===== config.mk =====
export PLATFORM = sky130hd
export DESIGN_NAME = clk_div_prog
export DESIGN_NICKNAME = d
export VERILOG_FILES = /design/src/rtl/clk_div_prog.sv
export SDC_FILE = /design/constraint.sdc
export NUM_CORES = 1
export LEC_CHECK = 0
export BUFFER_PORTS_ARGS = -buffer_cell sky130_fd_sc_hd__buf_4
export CAP_MARGIN = 25
export CORE_MARGIN = 2
export CORE_UTILIZATION = 30
export CTS_BUF_LIST = sky130_fd_sc_hd__clkbuf_16
export DETAILED_ROUTE_END_ITERATION = 7
export GPL_ROUTABILITY_DRIVEN = 0
export PLACE_DENSITY_LB_ADDON = 0.15
export RECOVER_POWER = 25
export SLEW_MARGIN = 20
export SYNTH_ARGS = -nofsm -noshare
export SYNTH_HDL_FRONTEND = slang
export SYNTH_SLANG_ARGS = --single-unit

===== constraint.sdc =====
create_clock -name i_clk -period 10.47 [get_ports i_clk]
set_input_delay 2.094 -clock i_clk [delete_from_list [all_inputs] [get_ports i_clk]]
set_output_delay 2.094 -clock i_clk [all_outputs]
set_load 0.02 [all_outputs]

===== src/rtl/clk_div_prog.sv =====
// clk_div_prog: multi-channel programmable clock divider with glitch-free divisor reload
module clk_div_prog #(
  parameter int NUM_CH      = 4,
  parameter int DIV_W       = 8,
  parameter int DEFAULT_DIV = 7,
  parameter int CH_SEL_W    = 2
) (
  input  logic                i_clk,
  input  logic                i_rst,
  input  logic                i_load,
  input  logic [CH_SEL_W-1:0] i_ch_sel,
  input  logic [DIV_W-1:0]    i_div,
  input  logic                i_sync,
  output logic [NUM_CH-1:0]   o_clk,
  output logic [NUM_CH-1:0]   o_tick,
  output logic [NUM_CH-1:0]   o_pend
);
  for (genvar c = 0; c < NUM_CH; c++) begin : g_ch
    logic [DIV_W-1:0] cnt_q, cnt_d, act_q, act_d, pdiv_q, pdiv_d;
    logic             pend_q, pend_d, clk_q, clk_d, tick_q, tick_d;
    logic             hit, bnd, slow, apply;
    always_comb begin
      hit    = i_load && i_ch_sel == CH_SEL_W'(c);
      slow   = act_q > DIV_W'(1);
      bnd    = act_q != '0 && cnt_q == act_q - DIV_W'(1);
      apply  = i_sync || (pend_q && (bnd || !slow));
      clk_d  = slow && cnt_q < act_q - (act_q >> 1);
      tick_d = bnd;
      cnt_d  = (apply || bnd || !slow) ? '0 : cnt_q + DIV_W'(1);
      // a load coinciding with sync bypasses the pending slot
      act_d  = (i_sync && hit) ? i_div : (apply && pend_q) ? pdiv_q : act_q;
      pend_d = (i_sync && hit) ? 1'b0 : (hit || (pend_q && !apply));
      pdiv_d = hit ? i_div : pdiv_q;
    end
    always_ff @(posedge i_clk or posedge i_rst) begin
      if (i_rst) begin
        cnt_q  <= '0;
        act_q  <= DIV_W'(DEFAULT_DIV);
        pdiv_q <= '0;
        pend_q <= 1'b0;
        clk_q  <= 1'b0;
        tick_q <= 1'b0;
      end else begin
        cnt_q  <= cnt_d;
        act_q  <= act_d;
        pdiv_q <= pdiv_d;
        pend_q <= pend_d;
        clk_q  <= clk_d;
        tick_q <= tick_d;
      end
    end
    assign o_clk[c]  = clk_q;
    assign o_tick[c] = tick_q;
    assign o_pend[c] = pend_q;
  end
endmodule


==> impl_metrics.csv <==
group,metric,value,unit
global_routing,grtUsageMet3,0.0222,
synthesis,synth_top_family_by_area,"adder cells",
global_routing,grt_pass1_vias,5232,
power,sw_frac_of_total,0.422,
synthesis,ys_warn_count,0,
setup_path,cp_max_fo,50,
setup_path,slowest_stage,"clkbuf_1",
sta,tightest_slew,1.63,ns
synthesis,syn_inst,757,
detailed_routing,routed_via_density,4.61,
synthesis,yosys.area.top_type,"dfrtp_1",
layout,n_antenna_cell,0,
clock_network,post_cts_resized,0,
synthesis,synth.avg_cell_area,10.2,um2
sta,fin_tns_setup,0,ns
clock_network,clock_latency,0.35,ns
placement,dp_hpwl,12600,um
outcome,status,"finished with violations",
clock_network,post_cts_buffers,0,
floorplan,die_area,27000,um2
sta,clock.fmax,234,MHz
sta,drv_slew,61,
detailed_routing,ant_nets,0,
synthesis,synthAdderAreaFrac,0.186,
power,sequentialPowerShare,0.295,
sta,layout_min_cycle_time,4.27,ns
setup_path,cp-startpoint,"i_rst",
detailed_routing,drc,0,
clock_network,cts-root-buf,"clkbuf_16",
setup_path,cp-end-kind,"asynchronous set/reset pin",
synthesis,ys_top_cells_by_area,"dfrtp_1 (31%), ha_1 (18%), xnor2_1 (7.6%)",
setup_path,worstSetupPathType,"in2async",
layout,nets,895,
synthesis,synth_top_area_share,0.312,
synthesis,yosysSeqAreaShare,0.353,
power,p_sw,0.000953,W
setup_path,crit_arrival,4.73,ns
layout,drive_gt1_frac,0.110,
floorplan,die_y,164,um
synthesis,synth_compound_area_frac,0.121,
setup_path,crit_path_cell_trace,"clkbuf_4, clkinvlp_2, clkbuf_1, buf_16",
flow_run,drv_cap,2,
detailed_routing,first_pass_iters,4,
synthesis,ys.flop_type,"dfrtp_1",
power,clkPwrFrac,0.150,
global_routing,busiest_layer,"met2",
synthesis,async_reset_ff_frac,1.00,
global_routing,globalRouteMet1Util,0.188,
power,p_leak,3.88,nW
clock_network,cts_buffers,9,
setup_path,crit_required,10.94,ns
clock_network,clk_pin_slew,0.07,ns
floorplan,start_util,0.306,
global_routing,grt_first_pass_wirelength,27900,um
placement,port-buffer-count,25,
sta,fin_skew,0.00791,ns
floorplan,core_area,25200,um2
clock_network,cts_tree,"built",
clock_network,h-tree-depth,3,
global_routing,use_met2,0.207,
setup_path,r2r-start,"g_ch[2].act_q[0]$_DFFE_PP1P_",
layout,most-common-layout-cells,"ha_1 (108), dfrtp_1 (96), inv_1 (70)",
detailed_routing,vias,5087,
synthesis,synth_edf_count,0,
sta,rsz0062_at_grt,"no",
power,intPower,0.00131,W
global_routing,grt_max_degree,77,
floorplan,rows,58,
floorplan,die_w,164,um
sta,hold_viol,0,
synthesis,syn_area,7700,um2
sta,relSlewSlack,-0.0859,
setup_path,slowest_delay,1.25,ns
synthesis,synth_xor_area_frac,0.111,
power,total_power,0.00226,W
detailed_routing,wl_per_cell,15.0,um
synthesis,ys_types,52,
layout,mostFrequentLayoutCell,"ha_1",
worst_hold_path,worstHoldPathType,"reg2reg",
global_routing,grt_use_total,0.131,
synthesis,synth_seq_cells,108,
synthesis,synth_nets,883,
power,peakVddDrop,0.119,mV
layout,layout-area-overhead-vs-synth,9.77,%
worst_hold_path,hp-start,"g_ch[3].pdiv_q[4]$_DFFE_PP0P_",
synthesis,synthMuxAreaShare,0.0676,
sta,setup_viol,0,
sta,period_share,0.407,
power,combPwrFrac,0.555,
global_routing,grt-ovfl-total,0,
clock_network,cts_hold_buf,0,
detailed_routing,detail_route.iter0.violations,207,
clock_network,cts_buffer_depth,2,
global_routing,antenna_found_initial,0,
detailed_routing,finalWirelength,16600,um
setup_path,critPathLaunchType,"primary input",
synthesis,synth-simple-area-share,0.106,
outcome,violations,"max-capacitance violations, max-slew violations",
power,power_density,267,nW/um2
clock_network,cts.sink_count,108,
floorplan,io_pins,26,
## synth_stat cells, types with 7 or more instances
cell	count
a21oi_1	43
a22oi_1	17
and2_1	15
and3_1	9
buf_4	12
clkbuf_1	7
dfrtp_1	96
dfstp_2	12
ha_1	108
inv_1	70
mux2_2	32
mux2i_1	16
nand2_1	13
nand2b_1	12
nand3_1	25
nand3b_1	7
nor2_1	50
nor2b_1	9
o21ai_0	11
o21bai_1	19
o2bb2ai_1	18
xnor2_1	67
xor2_1	31
## final cells by class
type	instances	area [um2]
inverter	70	264
timing repair buffer	28	226
tap	330	413
clock buffer	9	225
sequential	108	2720
multi-input combinational	552	4550
fill	2588	16700
clock inverter	7	58.8
## cells by family after synthesis
kind of cell             count (synthesis)
AND/OR/NAND/NOR                        157
AO/OA/AOI/OAI                          137
adder cells (fa/ha/maj)                112
flip-flops                             108
XOR/XNOR                                98
buffers and inverters                   97
multiplexers                            48
## per-layer routing
| metal | wire length [um] | share of wire |
|---|---|---|
| met5 | 0 | 0 |
| met4 | 135 | 0.0081 |
| met3 | 423 | 0.025 |
| met2 | 7390 | 0.45 |
| met1 | 8650 | 0.52 |
## stage by stage
| step | cells | instance area (um2) | worst slack, ns | hold slack, ns | util |
|---|---|---|---|---|---|
| final | 1104 | 8450 | 6.20 | 0.509 | 0.336 |
| after global routing | 1104 | 8450 | 5.72 | 0.524 | 0.336 |
| after CTS | 1103 | 8440 | 6.74 | 0.513 | 0.335 |
| after detailed placement | 1087 | 8160 | 6.38 | 0.496 | 0.324 |
| after global placement | 1087 | 8160 | 6.36 | 0.490 | 0.324 |
| after floorplan | 757 | 7700 | 5.55 | 0.479 | - |
## power by group through the flow
| stage | registers [W] | clock network (W) | logic (W) |
|---|---|---|---|
| 2_1_floorplan | 0.000623 | 0 | 0.00104 |
| 3_3_place_gp | 0.000682 | 0 | 0.00128 |
| 3_5_place_dp | 0.000678 | 0 | 0.00128 |
| 4_1_cts | 0.000673 | 0.000352 | 0.00129 |
| 5_1_grt | 0.000688 | 0.000372 | 0.00147 |
| 6_report | 0.000666 | 0.000340 | 0.00125 |
## registers in the layout, summed over array words and instances (netlist names)
| signal | cells |
|---|---|
| g_ch.pdiv_q | 32 |
| g_ch.clk_q | 4 |
| g_ch.pend_q | 4 |
| g_ch.act_q | 32 |
| g_ch.cnt_q | 32 |
| g_ch.tick_q | 4 |
## critical path, delay by kind of cell
| family | cells | cell delay, ns |
|---|---|---|
| buffers and inverters | 4 | 2.58 |
## path summary, 6_finish.rpt
path / to / slack, ns / depth (start not counted)
setup / recovery: g_ch[0].act_q[1]$_DFFE_PP1P_ / 6.20 / 4
setup reg to reg: g_ch[2].act_q[7]$_DFFE_PP0P_ / 7.27 / 9
max in group i_clk: g_ch[1].act_q[3]$_DFFE_PP0P_ / 6.70 / 6
hold reg to reg: g_ch[3].pdiv_q[4]$_DFFE_PP0P_ / 0.51 / 1
min in group asynchronous: g_ch[2].clk_q$_DFF_PP0_ / 2.11 / 2
hold / removal: g_ch[3].pdiv_q[4]$_DFFE_PP0P_ / 0.51 / 1
(Power assumes the default switching activity.)
